`config.mk`:
```
export PLATFORM = sky130hd
export DESIGN_NAME = cn_ff_scheduler
export DESIGN_NICKNAME = d
export VERILOG_FILES = /design/src/rtl/cn_ff_scheduler.sv
export SDC_FILE = /design/constraint.sdc
export NUM_CORES = 1
export LEC_CHECK = 0
export BUFFER_PORTS_ARGS = -buffer_cell sky130_fd_sc_hd__buf_2
export CAP_MARGIN = 20
export CORE_ASPECT_RATIO = 0.75
export CORE_MARGIN = 5
export CORE_UTILIZATION = 40
export DETAILED_ROUTE_END_ITERATION = 16
export MAX_ROUTING_LAYER = met4
export PLACE_DENSITY = 0.62
export SYNTH_ARGS = -nofsm -noshare
export SYNTH_HDL_FRONTEND = slang
export SYNTH_SLANG_ARGS = --single-unit
```
`constraint.sdc`:
```
create_clock -name clk -period 3.16 [get_ports clk]
set_clock_uncertainty 0.2 [all_clocks]
set_input_delay 0.79 -clock clk [delete_from_list [all_inputs] [get_ports clk]]
set_output_delay 0.79 -clock clk [all_outputs]
set_load 0.005 [all_outputs]
```
`src/rtl/cn_ff_scheduler.sv`:
```
// Round-robin scheduler sharing one cn flip-flop among NREQ requesters.
// Issues one {c,n} command per grant, waits SETTLE cycles, samples q and checks it against a tracked expectation.
module cn_ff_scheduler #(
  parameter int NREQ   = 4,
  parameter int SETTLE = 1
) (
  input  logic              clk,
  input  logic              rst,
  input  logic [NREQ-1:0]   req,
  input  logic [2*NREQ-1:0] op,
  input  logic              q,
  output logic              c,
  output logic              n,
  output logic [NREQ-1:0]   gnt,
  output logic              done,
  output logic              rdata,
  output logic              busy,
  output logic              err
);

  localparam int PW = (NREQ > 1) ? $clog2(NREQ) : 1;
  localparam int CW = $clog2(SETTLE + 1);

  typedef enum logic [1:0] {S_IDLE, S_ISSUE, S_SETTLE, S_RESP} state_t;

  state_t          state_r, state_s;
  logic [PW-1:0]   ptr_r, win_s, idx_s;
  logic            found_s;
  logic [1:0]      win_op_s, op_r;
  logic [CW-1:0]   cnt_r;
  logic            exp_r, valid_r;
  logic            c_s, n_s, done_s, busy_s;
  logic [NREQ-1:0] gnt_s;

  // arbitration: first requester at or after ptr (with wrap) wins
  always_comb begin
    found_s  = 1'b0;
    win_s    = '0;
    idx_s    = '0;
    win_op_s = 2'b00;
    for (int k = 0; k < NREQ; k++) begin
      idx_s = PW'((int'(ptr_r) + k) % NREQ);
      if (!found_s && req[idx_s]) begin
        found_s = 1'b1;
        win_s   = idx_s;
      end else begin
        found_s = found_s;
      end
    end
    for (int k = 0; k < NREQ; k++) begin
      if (win_s == PW'(k)) begin
        win_op_s = op[2*k +: 2];
      end else begin
        win_op_s = win_op_s;
      end
    end
  end

  // next-state logic
  always_comb begin
    state_s = state_r;
    case (state_r)
      S_IDLE: begin
        if (|req) state_s = S_ISSUE;
        else      state_s = S_IDLE;
      end
      S_ISSUE:  state_s = S_SETTLE;
      S_SETTLE: begin
        if (cnt_r <= CW'(1)) state_s = S_RESP;
        else                 state_s = S_SETTLE;
      end
      S_RESP:   state_s = S_IDLE;
      default:  state_s = S_IDLE;
    endcase
  end

  // output values for the coming state; registered below so nothing leaks combinationally
  always_comb begin
    c_s    = 1'b0;
    n_s    = 1'b0;
    gnt_s  = '0;
    done_s = 1'b0;
    busy_s = (state_s != S_IDLE);
    case (state_s)
      S_ISSUE: begin
        {c_s, n_s} = win_op_s;
        gnt_s      = {{(NREQ-1){1'b0}}, 1'b1} << win_s;
      end
      S_SETTLE: gnt_s = gnt;
      S_RESP: begin
        gnt_s  = gnt;
        done_s = 1'b1;
      end
      default: gnt_s = '0;
    endcase
  end

  // state and output registers
  always_ff @(posedge clk) begin
    if (rst) begin
      state_r <= S_IDLE;
      c       <= 1'b0;
      n       <= 1'b0;
      gnt     <= '0;
      done    <= 1'b0;
      busy    <= 1'b0;
    end else begin
      state_r <= state_s;
      c       <= c_s;
      n       <= n_s;
      gnt     <= gnt_s;
      done    <= done_s;
      busy    <= busy_s;
    end
  end

  // grant bookkeeping and settle counter
  always_ff @(posedge clk) begin
    if (rst) begin
      ptr_r <= '0;
      op_r  <= 2'b00;
      cnt_r <= '0;
    end else begin
      if (state_r == S_IDLE && state_s == S_ISSUE) begin
        ptr_r <= PW'((int'(win_s) + 1) % NREQ);
        op_r  <= win_op_s;
      end
      if (state_r == S_ISSUE) begin
        cnt_r <= CW'(SETTLE);
      end else if (state_r == S_SETTLE) begin
        cnt_r <= cnt_r - CW'(1);
      end
    end
  end

  // expected-q tracking, response capture and sticky mismatch flag
  always_ff @(posedge clk) begin
    if (rst) begin
      exp_r   <= 1'b0;
      valid_r <= 1'b0;
      rdata   <= 1'b0;
      err     <= 1'b0;
    end else begin
      if (state_r == S_ISSUE) begin
        case (op_r)
          2'b01: begin exp_r <= 1'b0; valid_r <= 1'b1; end
          2'b10: begin exp_r <= 1'b1; valid_r <= 1'b1; end
          2'b11: exp_r <= ~exp_r;
          default: exp_r <= exp_r;
        endcase
      end
      if (state_r == S_RESP) begin
        rdata <= q;
        if (valid_r && (q != exp_r)) err <= 1'b1;
      end
    end
  end

endmodule

```
# Word-level counts from Yosys, hierarchy flattened
# Index checks and enable logic that the tools add are counted.
# word_totals
word_cells,86
register_bits,19
# classes
order_cmp,5
n_eq_ne,13
bitwise_logic,2
shifts,1
addsub,5
reduce_logical,20
muxes,27
# op_table
operator,count
equality test 2 bit (second input constant),8
2-to-1 mux 2 bit,8
< comparator 2 x 3 -> 1 bit (second input constant),4
2-to-1 mux 1 bit,12
binary-select mux 1 bit (select 2 bit),4
equality test 2 x 1 -> 1 bit (second input constant),4
one-hot mux 2 bit (4 select lines),1
one-hot mux 4 bit (2 select lines),1
AND reduction 2 bit,3
OR reduction 2 bit,3
logical AND 1 bit,5
adder 2 x 1 -> 2 bit (second input constant),2
adder 2 bit (second input constant),2
logical NOT 2 bit,2
nonzero test 2 bit,2
OR reduction 4 bit,1
<< shifter 1 x 2 -> 4 bit (first input constant),1
logical NOT 1 bit,3
one-hot mux 1 bit (3 select lines),1
nonzero test 3 bit,1
NOT 1 bit,2
less-or-equal comparator 1 bit (second input constant),1
inequality test 1 bit,1
subtractor 1 bit (second input constant),1

# Depth between registers and ports, before layout
# logic_depth
ltp_word,17
mapped_depth,9

# Least setup slack after synthesis
# OpenSTA, ideal clock, no wires.
# synth_timing
path_kind,input port to flip-flop
start,input req[2]
end,register op_r[0]
path_buffers,0
path_stages,9
path_slack_ns,0.676
t_arrival_ns,2.219
path_cell_list,inv_1 > o22ai_1 > a211oi_1 > inv_1 > ha_1 > nor3b_1 > a221oi_1 > mux2i_1 > nor2_1
# synth_between
elab_chain_cells,17
# synth_lines
item,line_no,source
from (decl),9,"input logic [NREQ-1:0] req,"
binary-select mux 1 bit (select 2 bit),43,if (!found_s && req[idx_s]) begin
2-to-1 mux 1 bit (not written as such),43,
2-to-1 mux 1 bit,43,
logical NOT 1 bit,43,
logical AND 1 bit,43,
2-to-1 mux 1 bit,43,
logical NOT 1 bit,43,
logical AND 1 bit,43,
2-to-1 mux 1 bit,43,
logical NOT 1 bit,43,
logical AND 1 bit,43,
2-to-1 mux 2 bit,43,
logical NOT 2 bit,51,if (win_s == PW'(k)) begin
2-to-1 mux 2 bit (4 in series),51,
to (signal assigned),126,op_r <= win_op_s;
to (decl),29,"logic [1:0] win_op_s, op_r;"
# Parallel ways exist; a longest one is shown, timed or not. The select of a mux whose other input is x is not followed.
# A chain may end at the register's enable or synchronous reset.

# Worst setup path after layout
# layout_timing
start,input req[1]
end,register op_r[1]
# The elaborated chain is that of the path after synthesis.

==> impl_metrics.csv <==
group,metric,value,unit
synth,yosys-top-cells-area,"dfxtp_1, ha_1, inv_1, nor2_1, mux2i_1",
timing,drv_slew,0,
clock_network,cts-root-buf,"clkbuf_4",
setup_path,r2r_cells,9,
timing,setup_slack,0.622,ns
finish,drive_gt1_share,27.0,%
synth,netlist_area,938,sq um
synth,netlist.area_leader.share,38.4,%
floorplan,start_util,41.3,%
clock_network,numClockSinks,18,
setup_path,path_class,"input pin to register",
placement,port_buffers,24,
setup_path,r2r-start,"ptr_r[0]",
setup_path,rrSetupSlack,0.85,ns
timing,grt_setup_unrepaired,"false",
route,via_count,735,
setup_path,cp.required,3.19,ns
pwr,power_density,737,mW/mm^2
global_route,grt_usage,11.6,%
finish,final_util,49.3,%
synth,synth_seq_cells,18,
min_path,min_path_type,"register to register",
timing,setup_viol,0,
global_route,grt_max_degree,14,
clock_network,clock_latency,0.29,ns
synth,synth_area_leader_cell,"dfxtp_1",
timing,period_minus_slack,2.54,ns
min_path,hold_depth,1,
global_route,grt_pass1_vias,703,
placement,place_hpwl,1420,microns
job,maxCapViolCount,0,
min_path,hold_start,"gnt[1]",
finish,nFillCells,213,
placement,pre_cts_ws,0.305,ns
route,routedWlPerCell,11.3,microns
route,first_pass_iters,4,
timing,clock.fmax,394,MHz
route,first_iter_violations,11,
timing,tns,0,ns
route,drc,0,
pwr,ir_worst_vdd,338,uV
finish,synthToLayoutAreaGrowth,19.3,%
synth,syn_inst,96,
finish,ff_latch_area,360,sq um
route,postRouteAntennaNets,0,
timing,relSlewSlack,65.6,%
floorplan,fp.dieH,51.9,microns
clock_network,clk_pin_slew_worst_paths,0.10,ns
setup_path,critPathArrivalTime,2.57,ns
setup_path,crit_path_start_kind,"input pin",
clock_network,cts_tree,"yes",
finish,fin_nets,151,
setup_path,cp_max_fo,5,
floorplan,core-area,0.00227,sq mm
route,avgViaCountPerCell,4.71,
timing,fin_crit_sh,80.3,%
finish,multi_input_area,526,sq um
timing,tightest_slew,0.517,ns
pwr,leakage,0.525,nW
finish,n_antenna_cell,0,
status,status,"complete, no violations",
clock_network,postCtsSetupRepairBufs,0,
floorplan,die_w,65.9,microns
global_route,grt_overflow,0,
global_route,grt_pass1_wl,2940,microns
clock_network,htree_levels,1,
setup_path,r2r_end,"op_r[1]",
floorplan,die-area,0.00342,sq mm
setup_path,cp-end-kind,"register",
clock_network,cts-root-to-sink-buffers,2,
timing,hold_viol,0,
floorplan,pin_count,25,
clock_network,numCtsBuffers,3,
placement,placed_cell_area,0.00110,sq mm
placement,place.gp.congestion,0.799,
finish,final_common_cell,"buf_2",
synth,ys_warn_count,0,
finish,layout_common_cells,"buf_2, dfxtp_1, inv_1, ha_1, nor2_1",
floorplan,rows,15,
synth,synth_seq_area_share,38.4,%
synth,synth.distinct_cells,26,
global_route,antenna_found_initial,0,
synth,syn_avg_cell_area,9.78,sq um
min_path,hold_path_end,"gnt[1]",
clock_network,postCtsHoldBufs,0,
pwr,power,0.825,mW
clock_network,post_cts_resized,0,
finish,finalInstanceArea,0.00112,sq mm
route,routed_wl,1760,microns
synth,syn_nets,123,
## where the power goes
part / total, mW / switching, mW / internal (mW)
clock: 0.114 / 0.0697 / 0.0443
sequential: 0.326 / 0.0384 / 0.288
combinational: 0.385 / 0.206 / 0.179
total: 0.825 / 0.315 / 0.511
## how the worst max path moves through the flow
| stage | startpoint | endpoint | slack [ns] | depth (start not counted) |
|---|---|---|---|---|
| CTS | req[1] | op_r[0] | 0.61 | 10 |
| global route | req[1] | op_r[0] | 0.37 | 10 |
| detailed placement | req[1] | op_r[0] | 0.31 | 10 |
| finish | req[1] | op_r[1] | 0.62 | 10 |
| global placement | req[1] | op_r[0] | 0.33 | 10 |
| floorplan | req[2] | op_r[0] | 0.68 | 9 |
## flip-flops by register name (all words and copies together), names as in the netlist
name     cells
busy         1
c            1
done         1
err          1
exp_r        1
gnt          4
n            1
op_r         2
ptr_r        2
rdata        1
state_r      2
valid_r      1
## cell families (layout without fill, tap and decap cells)
family / Yosys count / after routing / synth area share [%]
adder cells (fa/ha/maj): 12 / 12 / 16.0
XOR/XNOR: 1 / 1 / 0.934
AO/OA/AOI/OAI: 23 / 23 / 19.9
multiplexers: 4 / 4 / 4.27
flip-flops: 18 / 18 / 38.4
buffers and inverters: 14 / 40 / 5.60
AND/OR/NAND/NOR: 24 / 24 / 14.9
## cell type report
type | count | share of cell area, %
multi-input combinational | 64 | 46.9
sequential | 18 | 32.2
timing repair buffer | 24 | 10.7
inverter | 13 | 4.36
tap | 34 | 3.80
clock buffer | 3 | 2.01
## layer usage
metal	routed length, microns	up-vias	track usage, %
li1	-	387	-
met1	889	333	14.3
met2	776	13	18.1
met3	90	2	4.75
met4	8	0	2.03
met5	0	-	-
## metrics by stage
step,hold slack (ns),std cells
3_3_place_gp,0.249,153
2_1_floorplan,0.237,96
5_1_grt,0.316,156
6_report,0.282,156
3_5_place_dp,0.255,153
4_1_cts,0.283,156
## cell usage after synthesis
cell type / number
dfxtp_1: 18
ha_1: 12
inv_1: 12
nor2_1: 11
a21oi_1: 6
a211oi_1: 5
a22o_1: 4
mux2i_1: 4
a21o_2: 2
and2_1: 2
nand2b_1: 2
nand3b_1: 2
nor2b_1: 2
nor3b_1: 2
a2111oi_4: 1
a221oi_1: 1
a311oi_1: 1
a31oi_1: 1
and2b_2: 1
clkbuf_1: 1
clkinv_1: 1
nor3_2: 1
nor4_2: 1
o22a_1: 1
o22ai_1: 1
xor2_1: 1
## worst max-delay path, cell delays in order
cell,delay (ns)
buf_2,0.12
nand2b_1,0.11
a21oi_1,0.06
a211oi_1,0.45
inv_1,0.12
ha_1,0.28
nor3b_1,0.16
a211oi_1,0.27
mux2i_1,0.12
nor2_1,0.09
Note: power is estimated with default switching activity, not from simulation.
